### src/rtl/cnna_axi_pkg.sv
// Shared AXI read-address scheduling definitions.
// Purpose: holds the default bus geometry, the 4 KB page size that bursts
//          must not cross, the AR scheduler FSM encoding and a small helper
//          for picking the shorter of two beat counts.
// Ports:   none (package).
package cnna_axi_pkg;

  localparam int AXI_BEAT_BYTES = 16;
  localparam int AXI_MAX_BURST  = 16;
  localparam int PAGE_BYTES     = 4096;

  typedef enum logic [1:0] {
    ST_IDLE  = 2'd0,
    ST_ARB   = 2'd1,
    ST_ISSUE = 2'd2
  } ar_state_e;

  function automatic logic [15:0] min_beats(input logic [15:0] a, input logic [15:0] b);
    return (a < b) ? a : b;
  endfunction

endpackage

### src/rtl/axi_ar_req_ctx.sv
// Per-requester job context for the AR scheduler.
// Purpose: latches a job (beat-aligned address, remaining beats), tracks
//          busy, pulses done when the last burst is handshaken, and computes
//          the size of the next burst for this requester.
// Ports:
//   clk, rst_n        clock, synchronous active-low reset
//   start             one-cycle job start (ignored while busy)
//   start_addr        job byte address, sampled with start
//   start_beats       job length in beats, sampled with start
//   handshake         AR handshake of a burst belonging to this requester
//   busy, done        job in flight / one-cycle completion pulse
//   pending           beats still waiting to be issued
//   addr              byte address of the next burst
//   burst_beats       beats in the next burst
//   last_burst        next burst finishes the job
module axi_ar_req_ctx
  import cnna_axi_pkg::*;
#(
  parameter int ADDR_W     = 32,
  parameter int BEAT_BYTES = AXI_BEAT_BYTES,
  parameter int MAX_BURST  = AXI_MAX_BURST
) (
  input  logic              clk,
  input  logic              rst_n,
  input  logic              start,
  input  logic [ADDR_W-1:0] start_addr,
  input  logic [15:0]       start_beats,
  input  logic              handshake,
  output logic              busy,
  output logic              done,
  output logic              pending,
  output logic [ADDR_W-1:0] addr,
  output logic [15:0]       burst_beats,
  output logic              last_burst
);

  localparam int BEAT_SH = $clog2(BEAT_BYTES);
  localparam int PAGE_W  = $clog2(PAGE_BYTES);
  localparam logic [PAGE_W:0]   PAGE_FULL  = PAGE_BYTES[PAGE_W:0];
  localparam logic [15:0]       MAX_V      = 16'(MAX_BURST);
  localparam logic [ADDR_W-1:0] ALIGN_MASK = ~ADDR_W'(BEAT_BYTES - 1);

  logic [15:0]       remaining;
  logic [15:0]       rem_next;
  logic [PAGE_W:0]   page_room;
  logic [15:0]       page_beats;
  logic [ADDR_W-1:0] step;

  // Bytes left before the next 4 KB boundary; one extra bit because an
  // address sitting exactly on a boundary has a full page of room.
  assign page_room   = PAGE_FULL - {1'b0, addr[PAGE_W-1:0]};
  assign page_beats  = 16'(page_room >> BEAT_SH);
  assign burst_beats = min_beats(min_beats(remaining, MAX_V), page_beats);
  assign last_burst  = (burst_beats == remaining);
  assign pending     = busy && (remaining != 16'd0);
  assign rem_next    = handshake ? (remaining - burst_beats) : remaining;
  assign step        = ADDR_W'(burst_beats) << BEAT_SH;

  // Job state. Completion is detected on the post-handshake remaining count,
  // so a zero-beat job finishes on the edge right after it was accepted and a
  // normal job finishes on the edge of its last handshake. busy drops on the
  // same edge that raises done, which lets a start in the done cycle through.
  always_ff @(posedge clk) begin
    if (!rst_n) begin
      busy      <= 1'b0;
      done      <= 1'b0;
      remaining <= 16'd0;
      addr      <= '0;
    end else begin
      done <= 1'b0;
      if (busy) begin
        remaining <= rem_next;
        if (handshake) begin
          addr <= addr + step;
        end
        if (rem_next == 16'd0) begin
          busy <= 1'b0;
          done <= 1'b1;
        end
      end else if (start) begin
        busy      <= 1'b1;
        remaining <= start_beats;
        addr      <= start_addr & ALIGN_MASK;
      end
    end
  end

endmodule

### src/rtl/axi_ar_sched.sv
// Two-requester AXI read-address burst scheduler.
// Purpose: splits each requester's job into AR bursts (bounded by MAX_BURST
//          and 4 KB pages) and issues them one at a time, alternating between
//          requesters burst by burst when both have work.
// Ports:
//   I_clk, I_rst_n                 clock, synchronous active-low reset
//   I_reqN_start/addr/beats        job start, byte address, length in beats
//   O_reqN_busy / O_reqN_done      job in flight / completion pulse
//   O_arvalid, I_arready           AR handshake
//   O_araddr, O_arlen, O_arid      burst address, beats-1, requester index
module axi_ar_sched
  import cnna_axi_pkg::*;
#(
  parameter int ADDR_W     = 32,
  parameter int BEAT_BYTES = AXI_BEAT_BYTES,
  parameter int MAX_BURST  = AXI_MAX_BURST
) (
  input  logic              I_clk,
  input  logic              I_rst_n,
  input  logic              I_req0_start,
  input  logic              I_req1_start,
  input  logic [ADDR_W-1:0] I_req0_addr,
  input  logic [ADDR_W-1:0] I_req1_addr,
  input  logic [15:0]       I_req0_beats,
  input  logic [15:0]       I_req1_beats,
  output logic              O_req0_busy,
  output logic              O_req1_busy,
  output logic              O_req0_done,
  output logic              O_req1_done,
  output logic              O_arvalid,
  input  logic              I_arready,
  output logic [ADDR_W-1:0] O_araddr,
  output logic [7:0]        O_arlen,
  output logic              O_arid
);

  ar_state_e         state;
  ar_state_e         state_next;
  logic              handshake;
  logic              grant;
  logic              last_grant;
  logic              more_left;
  logic              pend0, pend1;
  logic              last0, last1;
  logic [ADDR_W-1:0] addr0, addr1;
  logic [15:0]       burst0, burst1;
  logic [15:0]       burst_sel;

  assign handshake = (state == ST_ISSUE) && I_arready;
  assign O_arvalid = (state == ST_ISSUE);
  assign burst_sel = grant ? burst1 : burst0;

  axi_ar_req_ctx #(
    .ADDR_W     (ADDR_W),
    .BEAT_BYTES (BEAT_BYTES),
    .MAX_BURST  (MAX_BURST)
  ) u_ctx0 (
    .clk         (I_clk),
    .rst_n       (I_rst_n),
    .start       (I_req0_start),
    .start_addr  (I_req0_addr),
    .start_beats (I_req0_beats),
    .handshake   (handshake && (O_arid == 1'b0)),
    .busy        (O_req0_busy),
    .done        (O_req0_done),
    .pending     (pend0),
    .addr        (addr0),
    .burst_beats (burst0),
    .last_burst  (last0)
  );

  axi_ar_req_ctx #(
    .ADDR_W     (ADDR_W),
    .BEAT_BYTES (BEAT_BYTES),
    .MAX_BURST  (MAX_BURST)
  ) u_ctx1 (
    .clk         (I_clk),
    .rst_n       (I_rst_n),
    .start       (I_req1_start),
    .start_addr  (I_req1_addr),
    .start_beats (I_req1_beats),
    .handshake   (handshake && (O_arid == 1'b1)),
    .busy        (O_req1_busy),
    .done        (O_req1_done),
    .pending     (pend1),
    .addr        (addr1),
    .burst_beats (burst1),
    .last_burst  (last1)
  );

  // FSM state register.
  always_ff @(posedge I_clk) begin
    if (!I_rst_n) begin
      state <= ST_IDLE;
    end else begin
      state <= state_next;
    end
  end

  // Round-robin grant and next-state logic. more_left looks at the counts as
  // they will be after the current handshake: the granted requester still has
  // beats unless this is its last burst, the other one counts as-is.
  always_comb begin
    state_next = state;
    grant      = pend1;
    if (pend0 && pend1) begin
      grant = ~last_grant;
    end
    more_left = O_arid ? (pend0 || !last1) : (pend1 || !last0);
    case (state)
      ST_IDLE: begin
        if (pend0 || pend1) begin
          state_next = ST_ARB;
        end
      end
      ST_ARB: begin
        state_next = ST_ISSUE;
      end
      ST_ISSUE: begin
        if (I_arready) begin
          state_next = more_left ? ST_ARB : ST_IDLE;
        end
      end
      default: begin
        state_next = ST_IDLE;
      end
    endcase
  end

  // Burst attributes are captured when leaving ARB and then held untouched
  // for the whole ISSUE stay. last_grant resets to req1 so req0 wins the
  // first contested arbitration.
  always_ff @(posedge I_clk) begin
    if (!I_rst_n) begin
      O_araddr   <= '0;
      O_arlen    <= 8'd0;
      O_arid     <= 1'b0;
      last_grant <= 1'b1;
    end else if (state == ST_ARB) begin
      O_araddr   <= grant ? addr1 : addr0;
      O_arlen    <= 8'(burst_sel - 16'd1);
      O_arid     <= grant;
      last_grant <= grant;
    end
  end

endmodule

### config.mk
export PLATFORM = sky130hd
export DESIGN_NAME = axi_ar_sched
export DESIGN_NICKNAME = d
export VERILOG_FILES = /design/src/rtl/cnna_axi_pkg.sv /design/src/rtl/axi_ar_req_ctx.sv /design/src/rtl/axi_ar_sched.sv
export SDC_FILE = /design/constraint.sdc
export NUM_CORES = 1
export LEC_CHECK = 0
export ABC_CLOCK_PERIOD_IN_PS = 7150
export CORE_ASPECT_RATIO = 0.8
export CORE_MARGIN = 3
export CORE_UTILIZATION = 45
export DETAILED_ROUTE_END_ITERATION = 8
export GPL_TIMING_DRIVEN = 0
export HOLD_SLACK_MARGIN = 0.05
export PLACE_DENSITY = 0.67
export SLEW_MARGIN = 20
export SYNTH_ARGS = -nofsm -noshare
export SYNTH_HDL_FRONTEND = slang
export SYNTH_SLANG_ARGS = --single-unit
### constraint.sdc
create_clock -name I_clk -period 7.15 [get_ports I_clk]
set_input_delay 1.43 -clock I_clk [delete_from_list [all_inputs] [get_ports I_clk]]
set_output_delay 1.43 -clock I_clk [all_outputs]
set_load 0.1 [all_outputs]
# [Word-level counts from Yosys, hierarchy flattened]
# Cells that the tools add are included.
[totals] word_cells=89 latchBits=0 memories=0 mem_bits_ro=0 output_inout_bits=46 regBits=144 ramBits=0 input_bits=101
[op_classes] n_shift=0 n_mux=32 n_eq_ne=8 n_div=0 order_cmp=4 add_sub_neg=7 multipliers=0 bitwise_logic=2 n_reduce_logical=23
[ops] operator="$mux W32" count=7
[ops] operator="$mux W16" count=10
[ops] operator="$add A32 B20 Y32" count=2
[ops] operator="$eq A16 B16 Y1" count=2
[ops] operator="$logic_not A16 Y1" count=2
[ops] operator="$lt A16 B5 Y1 const B" count=2
[ops] operator="$lt A16 B9 Y1" count=2
[ops] operator="$reduce_bool A16 Y1" count=2
[ops] operator="$sub A16 B16 Y16" count=2
[ops] operator="$sub A13 B12 Y13 const A" count=2
[ops] operator="$mux W1" count=11
[ops] operator="$reduce_and A2 Y1" count=5
[ops] operator="$mux W8" count=1
[ops] operator="$sub A8 B1 Y8 const B" count=1
[ops] operator="$logic_and A1 B1 Y1" count=6
[ops] operator="$ne A2 B1 Y1 const B" count=3
[ops] operator="$pmux W2 S3" count=1
[ops] operator="$mux W2" count=2
[ops] operator="$reduce_bool A2 Y1" count=2
[ops] operator="$logic_or A1 B1 Y1" count=3
[ops] operator="$eq A2 B1 Y1 const B" count=1
[ops] operator="$eq A2 B2 Y1 const B" count=1
[ops] operator="$logic_not A1 Y1" count=2
[ops] operator="$logic_not A2 Y1" count=1
[ops] operator="2 further kinds" count=3

# [Logic depth before layout (Yosys ltp)]
# Gate-level depths: netlist of the first run.
[depth] word_depth=11 mapped_depth=25 mapped_depth_nobuf=24

# [Cells and area by module]
# From an unflattened synthesis of the first run, not the netlist that was laid out.
[unflattened] cells_unflattened=1356 hier_area_um2=10832.9
[by_module_without_submodules] module="axi_ar_req_ctx at u_ctx1" seq_area_each_um2=920.9 n_inst=1 cells_each=579 area_per_inst_um2=4433.0
[by_module_without_submodules] module="axi_ar_req_ctx at u_ctx0" seq_area_each_um2=920.9 n_inst=1 cells_each=542 area_per_inst_um2=4195.3
[by_module_without_submodules] module="axi_ar_sched" seq_area_each_um2=880.8 n_inst=1 cells_each=235 area_per_inst_um2=2204.6

# [Worst setup path after synthesis of the first run]
# OpenSTA, ideal clock, no wires.
[synth_path] path_kind="flip-flop to flip-flop" start="register u_ctx1.addr[6]" end="register u_ctx1.addr[27]" n_path_buf=0 period_less_slack_ns=5.224 setup_ns=0.138 path_stages_with_launch=22 t_required_ns=7.012 slack_ns=1.926 arrival_ns=5.086 path_cell_list="dfxtp_1 > or4_1 > inv_1 > nand2_1 > xnor2_1 > ha_1 > and3_1 > a221o_1 > and3_1 > a2111oi_4 > mux2_2 > ha_1 > a21o_1 > a21oi_1 > o21ai_0 > a21o_1 > a21oi_1 > o21ai_0 > a311oi_1 > nor3_1 > a311oi_1 > a311oi_1"
[synth_via] elab_chain_cells=6
[synth_rtl] element="start, declared" line="axi_ar_req_ctx.sv:32" source="output logic [ADDR_W-1:0] addr,"
[synth_rtl] element="start signal, assigned" line="axi_ar_req_ctx.sv:74" source="addr <= addr + step;"
[synth_rtl] element="start signal, assigned" line="axi_ar_req_ctx.sv:83" source="addr <= start_addr & ALIGN_MASK;"
[synth_rtl] element="$sub A13 B12 Y13" line="axi_ar_req_ctx.sv:51" source="assign page_room = PAGE_FULL - {1'b0, addr[PAGE_W-1:0]};"
[synth_rtl] element="$lt A16 B9 Y1" line="cnna_axi_pkg.sv:19" source="return (a < b) ? a : b;"
[synth_rtl] element="$mux W16" line="cnna_axi_pkg.sv:19"
[synth_rtl] element="$add A32 B20 Y32 (*)" line="axi_ar_req_ctx.sv:74"
[synth_rtl] element="$mux W32 (*)" line="axi_ar_req_ctx.sv:73" source="if (handshake) begin"
[synth_rtl] element="$mux W32 (*)" line="axi_ar_req_ctx.sv:71" source="if (busy) begin"
# Mark *: on every way between the ends. The rest lies on a longest branch, timed or not. The select of a mux whose other input is x is not followed.
# A chain may end at the register's enable or synchronous reset.

# [Worst setup path after layout of the first run]
[layout_path] start="register u_ctx0.remaining[10]" end="register u_ctx0.done"
[layout_via] elab_chain_cells=8
[layout_rtl] element="start, declared" line="axi_ar_req_ctx.sv:43" source="logic [15:0] remaining;"
[layout_rtl] element="start signal, assigned" line="axi_ar_req_ctx.sv:72" source="remaining <= rem_next;"
[layout_rtl] element="start signal, assigned" line="axi_ar_req_ctx.sv:82" source="remaining <= start_beats;"
[layout_rtl] element="$lt A16 B5 Y1" line="cnna_axi_pkg.sv:19"
[layout_rtl] element="$mux W16" line="cnna_axi_pkg.sv:19"
[layout_rtl] element="$lt A16 B9 Y1" line="cnna_axi_pkg.sv:19"
[layout_rtl] element="$mux W16" line="cnna_axi_pkg.sv:19"
[layout_rtl] element="$sub A16 B16 Y16" line="axi_ar_req_ctx.sv:56" source="assign rem_next = handshake ? (remaining - burst_beats) : remaining;"
[layout_rtl] element="$mux W16 (*)" line="axi_ar_req_ctx.sv:56"
[layout_rtl] element="$logic_not A16 Y1 (*)" line="axi_ar_req_ctx.sv:76" source="if (rem_next == 16'd0) begin"
[layout_rtl] element="$mux W1 (*)" line="axi_ar_req_ctx.sv:76"
[layout_rtl] element="end signal, assigned" line="axi_ar_req_ctx.sv:66" source="done <= 1'b0;"
[layout_rtl] element="end signal, assigned" line="axi_ar_req_ctx.sv:70" source="done <= 1'b0;"
[layout_rtl] element="end signal, assigned" line="axi_ar_req_ctx.sv:78" source="done <= 1'b1;"
[layout_rtl] element="end, declared" line="axi_ar_req_ctx.sv:30" source="output logic done,"
# Mark *: on every way between the ends. The rest lies on a longest branch, timed or not.

==> results of run 1 <==
## worst max-delay path by stage
stage	from	end	slack (ns)
detailed placement	u_ctx0.remaining[10]	u_ctx0.done	0.69
global route	u_ctx1.remaining[15]	u_ctx1.addr[30]	0.05
floorplan	u_ctx1.addr[6]	u_ctx1.addr[27]	1.93
global placement	u_ctx0.remaining[11]	u_ctx0.done	0.58
finish	u_ctx0.remaining[10]	u_ctx0.done	0.33
CTS	u_ctx0.remaining[11]	u_ctx0.done	0.62
## kinds of logic (layout without fill, tap and decap cells)
logic type	count (synthesis)	after routing	synth area share (%)
AOI/OAI and AO/OA	415	415	27.4
xor gates and xnor gates	50	50	4.28
adders and majority gates	89	89	11.0
buffers and inverters	135	300	5.23
DFF	132	132	25.4
muxes	55	55	5.32
other	2	40	0.0721
and+or+nand+nor	452	452	21.4
## cell usage in the layout (no fill, tap or decap), types with 12 or more instances in the layout
cell and count:
a22oi_1 13, a211oi_1 81, and3_1 21, xnor2_1 27, xor2_1 22, a221oi_1 13, inv_1 60, ha_1 83
nor4_1 12, a31oi_1 14, nand3_1 23, dfxtp_1 132, nor3_1 42, conb_1 40, nor2_1 146, o21ai_0 65
nor2b_1 27, a311oi_1 18, and2_1 12, clkbuf_1 62, nand2_1 94, nand4_1 15, mux2i_1 52, a21o_1 17
clkbuf_16 17, clkdlybuf4s50_1 133, o21a_1 17, a21oi_1 98
## flip-flops by register name, indices dropped and copies added, names as in the netlist
signal,cells
u_ctx1.addr,28
u_ctx1.remaining,16
u_ctx0.remaining,16
u_ctx0.addr,28
state,2
u_ctx1.done,1
last_grant,1
u_ctx0.done,1
O_araddr,28
u_ctx0.busy,1
u_ctx1.busy,1
O_arlen,8
O_arid,1
## worst register-to-register path, delay by kind of cell, from the launching register on
family	cells	cell delay, ns
flip-flops	1	0.36
multiplexers	1	0.44
AND/OR/NAND/NOR	8	2.47
buffers and inverters	2	0.48
adder cells (fa/ha/maj)	2	0.55
AO/OA/AOI/OAI	9	2.46
## cell type report
class                      instances  area [um^2]  area share [%]
sequential                       132         2640            20.6
timing repair buffer             133         1330            10.4
buffer                            75          319            2.49
tap                              306          383            2.99
clock inverter                    14          104           0.811
clock buffer                      18          429            3.35
multi-input combinational       1101         7370            57.6
inverter                          60          225            1.76
## power groups by stage
stage / combinational [mW] / sequential, mW / clock, mW
floorplan: 0.829 / 1.06 / 0
CTS: 1.38 / 0.881 / 0.824
global placement: 1.36 / 0.897 / 0
detailed placement: 1.37 / 0.897 / 0
finish: 1.41 / 0.884 / 0.828
global route: 1.52 / 0.891 / 0.859
## per-stage QoR
step / cells / util [%] / area, um^2 / worst slack (ns) / hold slack [ns]
global placement: 1807 / 54.2 / 12300 / 0.579 / 0.432
global route: 1839 / 56.6 / 12800 / 0.0481 / 0.460
CTS: 1839 / 56.6 / 12800 / 0.623 / 0.457
finish: 1839 / 56.6 / 12800 / 0.333 / 0.457
floorplan: 1368 / - / 10600 / 1.93 / 0.422
detailed placement: 1807 / 54.2 / 12300 / 0.687 / 0.446
## metal layers
layer	GRT usage (%)	vias to the layer above	routed length [um]
li1	-	5305	-
met1	47.7	5347	18400
met2	44.5	620	16100
met3	7.57	58	4560
met4	7.29	0	777
met5	0	-	0
==> flow_summary.json, run 1 <==
{
  "run_status": "finished, final reports clean",
  "drive_above_1_share_pct": 4.96,
  "worst_slew_pin_slew_ns": 1.15,
  "maxCapViolCount": 0,
  "ant_nets": 0,
  "num_vias": 11330,
  "hold_class": "reg2reg",
  "htreeDepth": 4,
  "critPathRequiredTime_ns": 7.53,
  "cts_tree": "yes",
  "avgSynthCellArea_um2": 7.83,
  "r2r_end": "u_ctx0.done",
  "synth_edf_count": 0,
  "post-cts-setup-buffers": 0,
  "ys_warn_count": 0,
  "syn2layout_area_growth_pct": 23.0,
  "syn_area_um2": 10400,
  "vias_per_cell": 6.16,
  "diodes": 0,
  "grt_usage_pct": 31.4,
  "finalNetCount": 1708,
  "fp.dieW_um": 176,
  "power.total_mw": 3.12,
  "worstSetupPathType": "reg2reg",
  "min_to": "O_arlen[6]",
  "grt_max_degree": 17,
  "ir_worst_vdd_mv": 0.165,
  "pwr_density_cell_nw_per_um2": 244,
  "yosys.area.top_type": "dfxtp_1",
  "synth_seq_cells": 132,
  "reg2regPathDepth": 22,
  "clkSlewWorstSetupHoldPaths_ns": 0.07,
  "min_from": "O_arlen[6]",
  "ys_async_sr_fraction_pct": 0,
  "buffer_ports.inserted": 133,
  "placeableCoreArea_um2": 22600,
  "r2r_start": "u_ctx0.remaining[10]",
  "post_cts_resized": 0,
  "fin_crit_sh_pct": 95.3,
  "yosysUniqueCellTypes": 83,
  "power_frac_seq_pct": 28.3,
  "ys_seq_area_share_pct": 25.4,
  "firstDrtPassIters": 8,
  "gp_congestion": 0.969,
  "clkPwrFrac_pct": 26.5,
  "drt_wl_total_um": 39800,
  "r2r_setup_slack_ns": 0.33,
  "crit_cells": 22,
  "hold_viol": 0,
  "synth_area_leaders": "dfxtp_1 25%, ha_1 10%, a211oi_1 5.8%",
  "clock_skew_ns": 0.0137,
  "path_max_fanout": 10,
  "dr.first_iter.drc_count": 1387,
  "power_frac_comb_pct": 45.1,
  "die_area_um2": 25000,
  "switching_share_pct": 43.6,
  "arrival_ns": 7.20,
  "drcViolationCount": 0,
  "crit_buf_inv": 2,
  "endpoint_kind": "register",
  "clock_path_buffers": 2,
  "nFillCells": 2137,
  "period_minus_slack_ns": 6.82,
  "crit_family": "simple AND/OR/NAND/NOR gates",
  "p_leak_nw": 5.21,
  "netlist.area_leader.share_pct": 25.4,
  "dp_hpwl_um": 31100,
  "synth.most_common_cell": "nor2_1",
  "cp_slowest_cell": "nor4_1",
  "p_sw_mw": 1.36,
  "numCtsBuffers": 17,
  "startpoint_type": "register",
  "synthTopCellsByCount": "146 x nor2_1, 132 x dfxtp_1, 98 x a21oi_1, 94 x nand2_1, 83 x ha_1",
  "maxSlewHeadroom_pct": 23.4,
  "fmax_ghz": 0.147,
  "slew_viol_final": 0,
  "synth_cells": 1330,
  "setup_violations": 0,
  "clk-insertion-delay-late_ns": 0.44,
  "initial_core_util_pct": 46.0,
  "p_int_mw": 1.76,
  "antenna_found_initial": 0,
  "io_pins": 147,
  "rows": 49,
  "cts.sinks": 132,
  "ys.flop_type": "dfxtp_1",
  "rsz0062_at_grt": "no",
  "grt_pass1_vias": 10538,
  "max_stage_delay_ns": 0.70,
  "cts_hold_buf": 0,
  "holdPathStages": 2,
  "grt_pass1_wl_um": 60900,
  "fin_tns_setup_ns": 0,
  "grt-ovfl-total": 0,
  "crit_chain": "nor4_1, and3_1, inv_1, nor2_1, ha_1, o21a_1, o21ai_0, a211oi_1, a21oi_2, buf_2, mux2i_1, ha_1, nor2b_1, o31a_1, o41a_1, or2_1, a2111oi_2, o21ai_0, a31oi_1, nand4_1, nor4_1, and2_1",
  "root_buffer": "clkbuf_16",
  "wl_per_cell_um": 21.7,
  "die_h_um": 142
}
No activity file was read; power rests on OpenSTA's default activity.
==> run 2: changes to the inputs <==
--- a/config.mk
+++ b/config.mk
@@ -5,12 +5,12 @@
 export SDC_FILE = /design/constraint.sdc
 export NUM_CORES = 1
 export LEC_CHECK = 0
-export ABC_CLOCK_PERIOD_IN_PS = 7150
+export ABC_CLOCK_PERIOD_IN_PS = 6900
 export CORE_ASPECT_RATIO = 0.8
 export CORE_MARGIN = 3
 export CORE_UTILIZATION = 45
+export CTS_CLUSTER_SIZE = 40
 export DETAILED_ROUTE_END_ITERATION = 8
-export GPL_TIMING_DRIVEN = 0
 export HOLD_SLACK_MARGIN = 0.05
 export PLACE_DENSITY = 0.67
 export SLEW_MARGIN = 20
==> constraint.sdc (replaced) <==
create_clock -name I_clk -period 6.9 [get_ports I_clk]
set_input_delay 1.38 -clock I_clk [delete_from_list [all_inputs] [get_ports I_clk]]
set_output_delay 1.38 -clock I_clk [all_outputs]
set_load 0.1 [all_outputs]
==> run 2 against run 1 <==
- sequential cell count stayed put
- final area is 0.72% lower
- first-iteration DRC count is 33% lower
- utilization is 0.41 points lower
- clock-buffer cell count is 1 lower
- cell count is 3.0% lower
- via count is 5.5% lower
- worst hold slack worse by 0.0045 ns
- clock skew is 0.0040 ns lower
- power is 4.6% higher
- worst setup slack better by 0.067 ns
==> flow_summary.json, run 2 (synthesis gave the netlist of run 1 again) <==
{
  "run_status": "finished, final reports clean",
  "numCtsBuffers": 17,
  "power.total_mw": 3.26,
  "fin_crit_sh_pct": 94.2,
  "die_h_um": 142,
  "diodes": 0,
  "clkPwrFrac_pct": 28.6,
  "cts.sinks": 132,
  "power_frac_seq_pct": 28.0,
  "slew_viol_final": 0,
  "final_cell_mix": "145 x nor2_1, 133 x clkdlybuf4s50_1, 132 x dfxtp_1",
  "endpoint_kind": "register",
  "place_area_um2": 12100,
  "p_leak_nw": 5.21,
  "multi_input_area_um2": 7390,
  "grt-ovfl-total": 0,
  "largestRegisters": "O_araddr x28, u_ctx0.addr x28, u_ctx1.addr x28",
  "die_area_um2": 25000,
  "fin_util_pct": 56.2,
  "buffer_ports.inserted": 134,
  "gp_congestion": 0.981,
  "fp.dieW_um": 176,
  "power_frac_comb_pct": 43.4,
  "critPathRequiredTime_ns": 7.27,
  "cts_tree": "yes",
  "dp_hpwl_um": 25900,
  "cp_slowest_cell": "a21oi_2",
  "clkSlewWorstSetupHoldPaths_ns": 0.07,
  "grt_pass1_vias": 9849,
  "register_area_um2": 2640,
  "nFillCells": 2108,
  "worstSetupPathType": "reg2reg",
  "crit_chain": "nor4_1, and3_1, inv_1, nor2_1, ha_1, o21a_1, o21ai_0, a211oi_1, a21oi_2, mux2_2, inv_1, ha_1, nor2b_1, o31a_1, o41a_1, or2_1, a2111oi_2, o21ai_0, a31oi_1, nand4_1, nor4_1, and2_1",
  "syn2layout_area_growth_pct": 22.1,
  "startpoint_type": "register",
  "hold_class": "reg2reg",
  "arrival_ns": 6.87,
  "setup_violations": 0,
  "period_minus_slack_ns": 6.50,
  "fin_area_um2": 12700,
  "grt_usage_pct": 27.2,
  "drive_above_1_share_pct": 6.09,
  "drt_wl_total_um": 34600,
  "io_pins": 147,
  "ant_nets": 0,
  "post-cts-setup-buffers": 0,
  "fmax_ghz": 0.154,
  "crit_family": "compound AO/OA/AOI/OAI gates",
  "antenna_found_initial": 0,
  "dr.first_iter.drc_count": 935,
  "rows": 49,
  "grt_max_degree": 68,
  "rsz0062_at_grt": "no",
  "maxSlewHeadroom_pct": 27.6,
  "max_stage_delay_ns": 0.72,
  "drcViolationCount": 0,
  "mostFrequentLayoutCell": "nor2_1",
  "num_vias": 10707,
  "maxCapViolCount": 0,
  "pwr_density_cell_nw_per_um2": 257,
  "reg2regPathDepth": 22,
  "clock_skew_ns": 0.00973,
  "firstDrtPassIters": 5,
  "root_buffer": "clkbuf_16",
  "crit_buf_inv": 2,
  "finalNetCount": 1653,
  "p_sw_mw": 1.39,
  "fin_tns_setup_ns": 0,
  "clk-insertion-delay-late_ns": 0.43,
  "placeableCoreArea_um2": 22600,
  "switching_share_pct": 42.6,
  "ir_worst_vdd_mv": 0.168,
  "holdPathStages": 1,
  "initial_core_util_pct": 46.0,
  "path_max_fanout": 17,
  "worst_slew_pin_slew_ns": 1.08,
  "clock_path_buffers": 2,
  "crit_cells": 22,
  "vias_per_cell": 6.00,
  "p_int_mw": 1.87,
  "htreeDepth": 4,
  "hold_viol": 0,
  "wl_per_cell_um": 19.4,
  "grt_pass1_wl_um": 54200
}
[run 2: changes by cell type in the layout (fill, tap and decap cells not counted), moves of 2 or more]
cell	delta
buf_1	-2
buf_2	-2
clkinvlp_4	-2
clkbuf_1	-62
inv_8	+6
buf_4	+10
nor2b_1	-2
clkinv_2	-3
[run 2: what timing repair did]
action,CTS,global route
resized for setup,0,1
hold buffers,0,0
setup endpoints to repair,0,4
[run 2: cell type report]
cell class	count	share of cell area [%]
clock buffer	17	3.35
clock inverter	15	1.28
inverter	60	1.77
multi-input combinational	1101	58.2
sequential	132	20.8
tap	306	3.01
timing repair buffer	153	11.6
[run 2: power groups by stage]
stage	Combinational [mW]	Sequential, mW	Clock, mW
global route	1.54	0.922	0.979
finish	1.42	0.914	0.933
detailed placement	1.38	0.928	0
CTS	1.39	0.912	0.940
floorplan	0.859	1.10	0
global placement	1.37	0.927	0
[run 2: metrics by stage]
| step | hold slack [ns] | setup WS, ns | std cells |
|---|---|---|---|
| 2_1_floorplan | 0.422 | 1.68 | 1368 |
| 3_3_place_gp | 0.432 | 0.640 | 1752 |
| 3_5_place_dp | 0.441 | 0.629 | 1752 |
| 4_1_cts | 0.451 | 0.561 | 1784 |
| 5_1_grt | 0.463 | 0.0489 | 1784 |
| 6_report | 0.452 | 0.400 | 1784 |
[run 2: path summary, 6_finish.rpt]
path / start / slack (ns) / endpoint
setup / recovery: u_ctx0.remaining[7] / 0.40 / u_ctx0.done
hold / removal: u_ctx1.addr[30] / 0.45 / u_ctx1.addr[30]
hold reg to reg: u_ctx1.addr[30] / 0.45 / u_ctx1.addr[30]
setup reg to reg: u_ctx0.remaining[7] / 0.40 / u_ctx0.done
[run 2: worst reg2reg max path, delay by kind of cell, from the launching register on]
| kind | cells | cell delay [ns] |
|---|---|---|
| AND/OR/NAND/NOR | 8 | 2.06 |
| multiplexers | 1 | 0.48 |
| flip-flops | 1 | 0.45 |
| buffers and inverters | 2 | 0.25 |
| adder cells (fa/ha/maj) | 2 | 0.49 |
| AO/OA/AOI/OAI | 9 | 2.72 |
[run 2: per-layer routing]
metal,routed length [um],global-route usage [%],vias up
li1,-,-,5175
met1,16200,40.1,5048
met2,15100,41.6,438
met3,2730,4.51,46
met4,532,6.00,0
met5,0,0,-
==> run 3: changes to the inputs <==
--- a/config.mk
+++ b/config.mk
@@ -6,13 +6,14 @@
 export NUM_CORES = 1
 export LEC_CHECK = 0
 export ABC_CLOCK_PERIOD_IN_PS = 6900
+export CELL_PAD_IN_SITES_DETAIL_PLACEMENT = 1
+export CELL_PAD_IN_SITES_GLOBAL_PLACEMENT = 1
 export CORE_ASPECT_RATIO = 0.8
-export CORE_MARGIN = 3
-export CORE_UTILIZATION = 45
+export CORE_UTILIZATION = 41
 export CTS_CLUSTER_SIZE = 40
 export DETAILED_ROUTE_END_ITERATION = 8
 export HOLD_SLACK_MARGIN = 0.05
-export PLACE_DENSITY = 0.67
+export PLACE_DENSITY = 0.8
 export SLEW_MARGIN = 20
 export SYNTH_ARGS = -nofsm -noshare
 export SYNTH_HDL_FRONTEND = slang
==> run 3 against run 2 <==
- non-clock buffer count is 8 higher
- sequential share of layout area shrank 0.20 points
- worst setup slack worse by 0.019 ns
- utilization decreased by 4.1 points
- largest cell class unchanged
==> flow_summary.json, run 3 (synthesis gave the netlist of run 1 again) <==
{
  "rsz0062_at_grt": "no",
  "startpoint_type": "register",
  "placeableCoreArea_um2": 24600,
  "worst_slew_pin_slew_ns": 1.02,
  "clock_skew_ns": 0.0135,
  "fin_area_um2": 12800,
  "grt_max_degree": 68,
  "firstDrtPassIters": 7,
  "ir_worst_vdd_mv": 0.183,
  "fin_tns_setup_ns": 0,
  "endpoint_kind": "register",
  "power.total_mw": 3.40,
  "drcViolationCount": 0,
  "pwr_density_cell_nw_per_um2": 265,
  "clock_path_buffers": 2,
  "diodes": 0,
  "period_minus_slack_ns": 6.52,
  "mostFrequentLayoutCell": "nor2_1",
  "post-cts-setup-buffers": 0,
  "met3_usage_pct": 5.19,
  "dr.first_iter.drc_count": 831,
  "hold_class": "reg2reg",
  "rows": 51,
  "grt_pass1_vias": 11022,
  "place_inst": 1772,
  "p_leak_nw": 5.26,
  "finalNetCount": 1661,
  "critPathRequiredTime_ns": 7.21,
  "fp.dieW_um": 180,
  "wl_per_cell_um": 22.1,
  "numCtsBuffers": 17,
  "gp_congestion": 0.978,
  "num_vias": 11021,
  "buffer_ports.inserted": 134,
  "grt_usage_pct": 30.4,
  "final_cell_count_no_fill": 1804,
  "dp_hpwl_um": 29900,
  "use_met1_pct": 40.3,
  "maxCapViolCount": 0,
  "drt_wl_total_um": 39900,
  "fmax_ghz": 0.153,
  "ant_nets": 0,
  "maxSlewHeadroom_pct": 31.6,
  "path_max_fanout": 7,
  "initial_core_util_pct": 42.3,
  "clk-insertion-delay-late_ns": 0.44,
  "die_h_um": 145,
  "largestRegisters": "O_araddr x28, u_ctx0.addr x28, u_ctx1.addr x28",
  "root_buffer": "clkbuf_16",
  "place_area_um2": 12200,
  "antenna_found_initial": 0,
  "clkSlewWorstSetupHoldPaths_ns": 0.06,
  "worstSetupPathType": "reg2reg",
  "io_pins": 147,
  "grt_pass1_wl_um": 61400,
  "crit_chain": "inv_1, ha_1, nand2_1, xor2_1, inv_1, ha_1, and3_1, a221o_1, and3_1, a2111oi_4, buf_4, mux2_2, ha_1, a21o_1, a21oi_1, o21ai_0, a21o_1, a21oi_1, o21ai_0, a311oi_1, buf_4, nor3_1, a311oi_1, a311oi_1",
  "setup_violations": 0,
  "cts.sinks": 132,
  "hold_viol": 0,
  "cts_tree": "yes",
  "max_stage_delay_ns": 0.46,
  "grt-ovfl-total": 0,
  "slew_viol_final": 0,
  "syn2layout_area_growth_pct": 23.3,
  "final_cell_mix": "145 x nor2_1, 134 x clkdlybuf4s50_1, 132 x dfxtp_1",
  "run_status": "finished, final reports clean",
  "met2_usage_pct": 50.4,
  "busiest_layer": "met2",
  "vias_per_cell": 6.11,
  "cp_slowest_cell": "dfxtp_1",
  "die_area_um2": 26000,
  "fin_crit_sh_pct": 94.5,
  "cts_hold_buf": 0,
  "arrival_ns": 6.82,
  "drive_above_1_share_pct": 6.66,
  "htreeDepth": 4
}
==> run 3: cell types whose count changed in the layout (fill, tap and decap cells not counted), sizes merged <==
cell           before  now
bufinv              1    3
buf                20   27
inv                70   66
clkdlybuf4s50     133  134
clkinvlp            1    3
==> run 3: through the flow <==
stage          util (%)  hold slack [ns]  worst slack, ns
3_5_place_dp       49.5            0.457            0.446
5_1_grt            52.1            0.487           0.0992
4_1_cts            52.0            0.466            0.254
3_3_place_gp       49.5            0.435            0.606
6_report           52.1            0.466            0.381
2_1_floorplan         -            0.422             1.68
==> run 3: final timing paths <==
path,slack [ns],startpoint,depth (start not counted),end
worst min register to register,0.47,O_arlen[5],2,O_arlen[5]
worst min-delay path,0.47,O_arlen[5],2,O_arlen[5]
worst max-delay path,0.38,u_ctx1.addr[4],24,u_ctx1.addr[27]
worst max register to register,0.38,u_ctx1.addr[4],24,u_ctx1.addr[27]
==> run 3: layout make-up <==
cell class | instances | area (um^2)
fill | 3045 | 11800
multi-input combinational | 1101 | 7400
sequential | 132 | 2640
timing repair buffer | 161 | 1540
clock buffer | 17 | 425
tap | 318 | 398
inverter | 60 | 225
clock inverter | 15 | 195
==> run 3: critical path, delay by kind of cell, from the launching register on <==
| family | cells | cell delay, ns |
|---|---|---|
| flip-flops | 1 | 0.46 |
| AND/OR/NAND/NOR | 4 | 0.60 |
| adder cells (fa/ha/maj) | 3 | 0.83 |
| AO/OA/AOI/OAI | 11 | 3.07 |
| XOR/XNOR | 1 | 0.26 |
| multiplexers | 1 | 0.40 |
| buffers and inverters | 4 | 0.76 |
==> run 3: repair_timing <==
action | in CTS | in global routing
endpoints found under the hold margin | 0 | 0
gates resized for setup | 0 | 3
endpoints found under the setup margin | 0 | 7
==> run 3: report_power, final <==
group | switching (mW) | internal, mW | total [mW]
logic | 0.942 | 0.538 | 1.48
clock network | 0.417 | 0.580 | 0.997
registers | 0.0866 | 0.833 | 0.920
total | 1.45 | 1.95 | 3.40
==> run 3: layer usage <==
metal,share of wire (%),vias up,wire length (um)
met5,0,-,0
met1,46,5467,18400
met3,6.2,56,2470
met4,2.1,0,848
met2,46,333,18200
li1,-,5165,-
